===== src/rtl/sr8_seq_ctrl.sv =====
// Sequencer for one 8-entry complex shift register: loads a group of 8, then drains it by stepping sel 0..7.
// Latency: drain begins the cycle after the 8th accept; backpressure: out_ready low holds sel, input is closed while draining.
module sr8_seq_ctrl #(
    parameter int DEPTH  = 8,
    parameter int GROUPS = 8,
    parameter int GW     = 3
) (
    input  logic          clk,
    input  logic          rst_n,
    input  logic          enable,
    input  logic          flush,
    input  logic          in_valid,
    output logic          in_ready,
    output logic          ren,
    output logic [2:0]    sel,
    output logic          out_valid,
    input  logic          out_ready,
    output logic          out_last,
    output logic          frame_last,
    output logic          frame_done,
    output logic [GW-1:0] group_idx,
    output logic          busy
);

    localparam logic [2:0]    LAST_IDX = 3'(DEPTH - 1);
    localparam logic [GW-1:0] LAST_GRP = GW'(GROUPS - 1);

    typedef enum logic [1:0] {
        IDLE  = 2'd0,
        LOAD  = 2'd1,
        DRAIN = 2'd2
    } state_t;

    state_t     state;
    logic [2:0] load_cnt;
    logic       in_accept;
    logic       out_accept;

    // The capture happens on the handshake edge itself, so ren is not registered.
    assign ren        = in_valid & in_ready;
    assign in_accept  = ren;
    assign out_accept = out_valid & out_ready;

    assign out_last   = (state == DRAIN) && (sel == LAST_IDX);
    assign frame_last = out_last && (group_idx == LAST_GRP);

    always_ff @(posedge clk) begin
        if (!rst_n || flush) begin
            state      <= IDLE;
            load_cnt   <= '0;
            sel        <= '0;
            group_idx  <= '0;
            in_ready   <= 1'b0;
            out_valid  <= 1'b0;
            busy       <= 1'b0;
            frame_done <= 1'b0;
        end else begin
            frame_done <= 1'b0;
            case (state)
                IDLE: begin
                    if (enable) begin
                        state    <= LOAD;
                        in_ready <= 1'b1;
                        busy     <= 1'b1;
                    end
                end
                LOAD: begin
                    if (in_accept) begin
                        load_cnt <= load_cnt + 3'd1;
                        if (load_cnt == LAST_IDX) begin
                            state     <= DRAIN;
                            in_ready  <= 1'b0;
                            out_valid <= 1'b1;
                            sel       <= '0;
                        end
                    end
                end
                DRAIN: begin
                    if (out_accept) begin
                        if (sel == LAST_IDX) begin
                            // enable is ignored here: a started frame keeps cycling groups
                            state      <= LOAD;
                            sel        <= '0;
                            load_cnt   <= '0;
                            group_idx  <= group_idx + 1'b1;
                            in_ready   <= 1'b1;
                            out_valid  <= 1'b0;
                            frame_done <= (group_idx == LAST_GRP);
                        end else begin
                            sel <= sel + 3'd1;
                        end
                    end
                end
                default: begin
                    state     <= IDLE;
                    in_ready  <= 1'b0;
                    out_valid <= 1'b0;
                    busy      <= 1'b0;
                end
            endcase
        end
    end

endmodule


===== config.mk =====
export PLATFORM = sky130hd
export DESIGN_NAME = sr8_seq_ctrl
export DESIGN_NICKNAME = d
export VERILOG_FILES = /design/src/rtl/sr8_seq_ctrl.sv
export SDC_FILE = /design/constraint.sdc
export NUM_CORES = 1
export LEC_CHECK = 0
export ABC_CLOCK_PERIOD_IN_PS = 3400
export CORE_UTILIZATION = 52
export CTS_CLUSTER_SIZE = 12
export DETAILED_ROUTE_END_ITERATION = 16
export HOLD_SLACK_MARGIN = 0.15
export PLACE_DENSITY = 0.82
export SYNTH_ARGS = -nofsm -noshare
export SYNTH_HDL_FRONTEND = slang
export SYNTH_SLANG_ARGS = --single-unit

===== constraint.sdc =====
create_clock -name clk -period 3.4 [get_ports clk]
set_clock_uncertainty 0.1 [all_clocks]
set_input_delay 0.85 -clock clk [delete_from_list [all_inputs] [get_ports clk]]
set_output_delay 0.85 -clock clk [all_outputs]
set_load 0.01 [all_outputs]

* Word level (Yosys, flattened, before mapping)
Cells that the tools add are included.
Word-level totals: word-level logic and storage cells 69, input port bits 6, output and inout bits 13, bits in registers 15
Cells by class: add/sub/neg operators 3, bitwise gates (word level) 7, reduce and logical (&&, ||, !) cells 14, mux-type cells 27, equal/unequal tests 10
Operators with widths (number):
- 3-bit two-way mux | 7
- 3-bit one-hot mux with 2 select lines | 2
- 2-bit two-way mux | 5
- 5-bit AND reduction | 2
- 3-bit by 1-bit adder with 3-bit output, second input constant | 3
- 3-bit equality test, second input constant | 3
- 1-bit two-way mux | 9
- 2-bit != test, second input constant | 4
- 4-bit AND reduction | 2
- 1-bit one-hot mux with 3 select lines | 2
- 2-bit one-hot mux with 3 select lines | 1
- 1-bit inverter | 5
- 4-bit OR reduction | 1
- 3-bit AND reduction | 1
- 1-bit bitwise AND | 2
- 2-bit by 1-bit equality test with 1-bit output, second input constant | 1
- 2-bit equality test, second input constant | 1
- 1-bit logical AND | 2
- 2-bit logical NOT | 1
- 2-bit by 1-bit != test with 1-bit output, second input constant | 1
- 1-bit one-hot mux with 2 select lines | 1
- 2-bit AND reduction | 1
- 2-bit nonzero test | 1
- 2-bit OR reduction | 1
- 2 further kinds | 2

* Logic depth before layout (Yosys ltp)
Gate-level depths: netlist of run 1.
depth after elaboration 4, gate-level depth with buffers 6, mapped depth without buffers 6

* Worst setup path after synthesis of run 1
Ideal clock, no wire load.
kind register to output, start point register sel[0], end point output frame_last, buffers on the path 0, stages on the path, launching flop included 6, arrival time 1.108 ns, setup slack 1.342 ns, required time 2.450 ns, cells stage by stage dfxtp_1 ha_1 ha_1 and2_1 nand2_1 inv_1
Between the ends: word-level cells in the longest chain between the ends 3
Ends and longest elaborated chain:
- start: declaration | RTL line 15 | output logic [2:0] sel,
- start signal: assignment | RTL line 90 | sel <= sel + 3'd1;
- 3-bit equality test | RTL line 44 | assign out_last = (state == DRAIN) && (sel == LAST_IDX);
- 1-bit logical AND | RTL line 44
- named net out_last | RTL line 18 | output logic out_last,
- 1-bit logical AND | RTL line 45 | assign frame_last = out_last && (group_idx == LAST_GRP);
- end: declaration | RTL line 19 | output logic frame_last,
The timed path passes the listed nets, and every way through them passes these cells.

* Worst setup path in the final report of run 1
start point input in_valid, end point output ren
Between the ends: word-level cells in the longest chain between the ends 1
Ends and longest elaborated chain:
- start: declaration | RTL line 12 | input logic in_valid,
- 1-bit bitwise AND | RTL line 40 | assign ren = in_valid & in_ready;
- end: declaration | RTL line 14 | output logic ren,
No other way between the ends.

==> metrics.cfg, run 1 <==
[status]
status = completed

[critical_path]
critPathArrivalTime_ps = 2050
critPathRequiredTime_ps = 2450
endpoint_kind = output pin
critical_path_class = in2out
start_kind = input pin
cp_max_fo = 2

[timing]
fin_crit_ps = 3000
setup_ws_ps = 400.4
worst_slew_pin_slew_ps = 635.5
maxSlewHeadroom = 0.5763
setup_viol = 0
hold_slack_ps = 379.7
finalSetupTns_ps = 0
final-hold-violation-count = 0
grt_setup_unrepaired = false
maxSlewViolCount = 0
finalCritPeriodShare = 0.8822
fmax_mhz = 333.4

[route]
drtIter0Drc = 14
drc = 0
antenna_left = 0
highest_layer = met4
vias = 709
wl_met3_um = 59
routedWlPerCell_um = 13.17
dr.pass1.iters = 4
finalWirelength_mm = 1.673
wl_met1_um = 784
viasPerCell = 5.583
wl_met2_um = 798

[clock_tree]
cts_buffers = 3
path_clk_slew_ps = 90
clk_latency_ps = 290
cts_hold_buf = 0
cts-htree-levels = 1
postCtsSetupRepairBufs = 0
cts_tree = yes
cts.sinks = 15
root_buffer = clkbuf_4
cts_resized = 0
clk_path_buf_depth = 2

[floorplanning]
die_h_um = 42.78
num_rows = 14
coreArea_mm2 = 0.001524
ios = 19
start_util = 0.5673
die_area_mm2 = 0.001830
die_x_um = 42.78

[power_and_ir_drop]
ir_worst_vdd_mv = 0.2207
p_leak_nw = 0.4459
powerDensity_mw_per_mm2 = 317.3

[cells_and_area]
drive_above_1_share = 0.1081
area_growth_pct = 25.76
final_cell_mix = clkdlybuf4s50_1 (18), dfxtp_1 (15), ha_1 (11), a21oi_1 (9), nor2_1 (8)
finalNetCount = 129
fill_cells = 119
num_antenna_cells = 0
seq_area_um2 = 300.3
multi_input_area_um2 = 541.8
layout_commonest_cell = clkdlybuf4s50_1

[job]
max-cap-violations = 0

[yosys]
syn-num-nets = 107
yosys.cell_types.count = 24
ys_warn_count = 0
synth-seq-cells = 15
yosysTopAreaCell = dfxtp_1
yosysSeqAreaShare = 0.3473
synth_cells = 90
syn_area_per_cell_um2 = 9.606
yosysTopAreaCellShare = 0.3473
syn_area_um2 = 864.6
synth.area.top_cells = dfxtp_1 (35%), ha_1 (16%), mux2i_1 (6.9%), a21oi_1 (5.2%), nor3_2 (4.6%)

[placed_design]
port_buffers = 18
post-dp-hpwl_mm = 1.236
dpl_worst_slack_ps = 397.8
place.gp.congestion = 0.7780

[global_routing]
grt_use_total = 0.2049
grt_pass1_vias = 661
antenna_found_initial = 0
grt_pass1_wl_mm = 2.773
grt_overflow_total = 0
grt_max_degree = 16

[worst_hold_path]
hp-class = reg2reg

## kinds of logic after synthesis
family	Yosys count	share of synthesized area
simple gates	37	0.2648
flops	15	0.3473
compound gates	14	0.1230
fa+ha+maj	11	0.1592
buf+inv	6	0.02605
mux	6	0.06947
xor+xnor	1	0.01013
## flip-flops by register name, summed over array words and instances, names as in the netlist
register    flops
out_valid       1
frame_done      1
busy            1
in_ready        1
group_idx       3
sel             3
state           2
load_cnt        3
## cell usage after synthesis
cell type / instances
nor3_2: 4
mux2i_1: 6
nand2b_1: 6
nand2_1: 2
nor2_1: 8
a21o_1: 1
ha_1: 11
inv_1: 5
nand4b_1: 1
nor4_2: 1
and2_1: 2
or3_4: 1
dfxtp_1: 15
nand3b_1: 2
a21oi_1: 9
o31ai_1: 1
a21boi_4: 2
clkbuf_1: 1
nor3_1: 3
nand3_1: 4
and3_1: 1
a21oi_2: 1
xor2_1: 1
nor2b_1: 2
## stage by stage
step / util / instances / power, mW / instance area [um2]
final: 0.7135 / 127 / 0.3450 / 1087
after global placement: 0.6962 / 123 / 0.2399 / 1061
after detailed placement: 0.6962 / 123 / 0.2416 / 1061
after CTS: 0.7135 / 127 / 0.3462 / 1087
after global routing: 0.7135 / 127 / 0.3586 / 1087
after floorplan: - / 90 / 0.2235 / 864.6
## worst max-delay path: stages
cell	delay (ps)
clkdlybuf4s50_1	520
and2_1	150
clkdlybuf4s50_1	530
## metal layers
metal  GRT usage  vias up
li1            -      355
met2      0.3333       19
met1      0.2513      330
met4      0.1125        0
met5           0        -
met3     0.03830        5
## layout make-up
class | instances | area share
tap | 16 | 0.01841
timing repair buffer | 18 | 0.1657
clock buffer | 4 | 0.02417
sequential | 15 | 0.2762
multi-input combinational | 69 | 0.4983
inverter | 5 | 0.01726
## worst paths after layout
kind	from	to	slack [ps]	cells past startpoint
worst max-delay path	in_valid	ren	400	3
worst min-delay path	load_cnt[1]	load_cnt[1]	380	2
worst max register to register	state[0]	out_valid	1470	6
worst min register to register	load_cnt[1]	load_cnt[1]	380	2
## power breakdown
part | leakage [nW] | switching [mW] | internal [mW]
combinational | 0.310 | 0.0287 | 0.0266
sequential | 0.121 | 0.00350 | 0.179
clock | 0.0150 | 0.0615 | 0.0457
Power figures use the tool's default switching activity.
==> run 2, diff against run 1 <==
--- a/config.mk
+++ b/config.mk
@@ -6,11 +6,11 @@
 export NUM_CORES = 1
 export LEC_CHECK = 0
 export ABC_CLOCK_PERIOD_IN_PS = 3400
-export CORE_UTILIZATION = 52
-export CTS_CLUSTER_SIZE = 12
+export CORE_UTILIZATION = 39
+export CTS_BUF_LIST = sky130_fd_sc_hd__clkbuf_16
+export CTS_CLUSTER_SIZE = 20
 export DETAILED_ROUTE_END_ITERATION = 16
 export HOLD_SLACK_MARGIN = 0.15
-export PLACE_DENSITY = 0.82
 export SYNTH_ARGS = -nofsm -noshare
 export SYNTH_HDL_FRONTEND = slang
 export SYNTH_SLANG_ARGS = --single-unit
==> run 2 against run 1 <==
Against the previous run:
- critical path depth unchanged
- setup slack better by 13 ps
- design area up 6.1%
- combinational power down 1%
- clock-buffer cell count down 1
- clock power up 110%
- worst hold slack worse by 5.1 ps
- register-to-register slack better by 20 ps
- largest cell class unchanged
==> metrics.cfg, run 2 (same netlist as run 1, synthesis figures left out) <==
[status]
status = completed

[clock_tree]
postCtsSetupRepairBufs = 0  ; unchanged
cts_tree = yes
cts_resized = 0  ; unchanged
root_buffer = clkbuf_16
path_clk_slew_ps = 50  ; -40 ps
cts_hold_buf = 0  ; unchanged
clk_path_buf_depth = 2  ; unchanged
cts.sinks = 15  ; unchanged
cts-htree-levels = 1  ; unchanged
clk_latency_ps = 250  ; -40 ps
cts_buffers = 3  ; unchanged

[global_routing]
grt_overflow_total = 0  ; unchanged
grt_pass1_wl_mm = 2.994  ; +8.0%
grt_use_total = 0.1685  ; -0.03641
antenna_found_initial = 0  ; unchanged
grt_max_degree = 16  ; unchanged
grt_pass1_vias = 657  ; -0.61%

[critical_path]
cp_max_fo = 2  ; unchanged
critPathRequiredTime_ps = 2450  ; about the same
start_kind = input pin
endpoint_kind = output pin
r2r_end = out_valid
r2r_start = state[0]
critical_path_class = in2out
r2r_cells = 6  ; unchanged
regToRegSetupSlack_ps = 1490  ; +20 ps
critPathArrivalTime_ps = 2040  ; about the same

[floorplanning]
die_area_mm2 = 0.002409  ; +32%
num_rows = 16  ; +2
die_x_um = 49.09  ; +15%
die_h_um = 49.09  ; +15%
ios = 19  ; unchanged
coreArea_mm2 = 0.002022  ; +33%
start_util = 0.4276  ; -0.1397

[timing]
finalSetupTns_ps = 0  ; unchanged
maxSlewViolCount = 0  ; unchanged
setup_ws_ps = 413.4  ; +12.99 ps
final-hold-violation-count = 0  ; unchanged
worst_slew_pin_slew_ps = 604.9  ; -30.58 ps
maxSlewHeadroom = 0.5967  ; +0.02039
finalCritPeriodShare = 0.8784  ; -0.003819
fmax_mhz = 334.8  ; +0.43%
grt_setup_unrepaired = false
setup_viol = 0  ; unchanged
fin_crit_ps = 2987  ; -12.99 ps

[cells_and_area]
layout_commonest_cell = clkdlybuf4s50_1
num_antenna_cells = 0  ; unchanged
drive_above_1_share = 0.1081  ; unchanged
finalNetCount = 129  ; unchanged
area_growth_pct = 33.43
final_cell_mix = clkdlybuf4s50_1 (18), dfxtp_1 (15), ha_1 (11), a21oi_1 (9), nor2_1 (8)
seq_area_um2 = 300.3  ; unchanged
top_regs = group_idx (3), load_cnt (3), sel (3)
multi_input_area_um2 = 541.8  ; unchanged
final_core_util = 0.5705  ; -0.1429
fill_cells = 190  ; +60%

[placed_design]
dpl_worst_slack_ps = 409.8  ; +12.00 ps
place.gp.congestion = 0.6840  ; -12%
port_buffers = 18  ; unchanged
post-dp-hpwl_mm = 1.213  ; -1.8%

[worst_hold_path]
hold_end = load_cnt[2]
hp-class = reg2reg
worstHoldStart = load_cnt[2]
hold_depth = 2  ; unchanged

[route]
viasPerCell = 4.833  ; -13%
drc = 0  ; unchanged
antenna_left = 0  ; unchanged
finalWirelength_mm = 1.601  ; -4.3%
dr.pass1.iters = 4  ; unchanged
routedWlPerCell_um = 11.60  ; -12%
vias = 667  ; -5.9%
drtIter0Drc = 4  ; -10

[job]
max-cap-violations = 0  ; unchanged

[power_and_ir_drop]
p_leak_nw = 0.4732  ; +6.1%
powerDensity_mw_per_mm2 = 404.4  ; +27%
ir_worst_vdd_mv = 0.3912  ; +77%

-- run 2: layer usage --
metal | vias up | global-route usage | part of all wire
met5 | - | 0 | 0
met4 | 0 | 0.07353 | 0.026
met3 | 4 | 0.05607 | 0.043
met2 | 14 | 0.2740 | 0.46
met1 | 295 | 0.1996 | 0.47
li1 | 354 | - | -
-- run 2: through the flow --
stage | hold slack [ps] | total power, mW | instances | cell area (um2)
6_report | 374.7 | 0.4665 | 138 | 1154
5_1_grt | 412.0 | 0.4874 | 138 | 1154
4_1_cts | 381.4 | 0.4696 | 138 | 1154
3_5_place_dp | 373.1 | 0.2418 | 134 | 1075
3_3_place_gp | 364.4 | 0.2410 | 134 | 1075
2_1_floorplan | 349.8 | 0.2235 | 90 | 864.6
-- run 2: worst max path at each step --
stage	slack (ps)	from	end
3_5_place_dp	410	in_valid	ren
6_report	410	in_valid	ren
3_3_place_gp	420	in_valid	ren
4_1_cts	410	in_valid	ren
2_1_floorplan	1340	sel[0]	frame_last
5_1_grt	370	in_valid	ren
-- run 2: cell type report --
cell class | instances | area share
clock buffer | 3 | 0.06508
tap | 27 | 0.02928
clock inverter | 1 | 0.003254
sequential | 15 | 0.2603
inverter | 5 | 0.01627
timing repair buffer | 18 | 0.1562
multi-input combinational | 69 | 0.4696
-- run 2: worst max-delay path, cell delays in order --
cell	delay, ps
clkdlybuf4s50_1	520
and2_1	140
clkdlybuf4s50_1	530
-- run 2: report_power, final --
part	switching (mW)	internal, mW
logic	0.0279	0.0265
registers	0.00365	0.180
clock network	0.0729	0.156
total	0.104	0.362
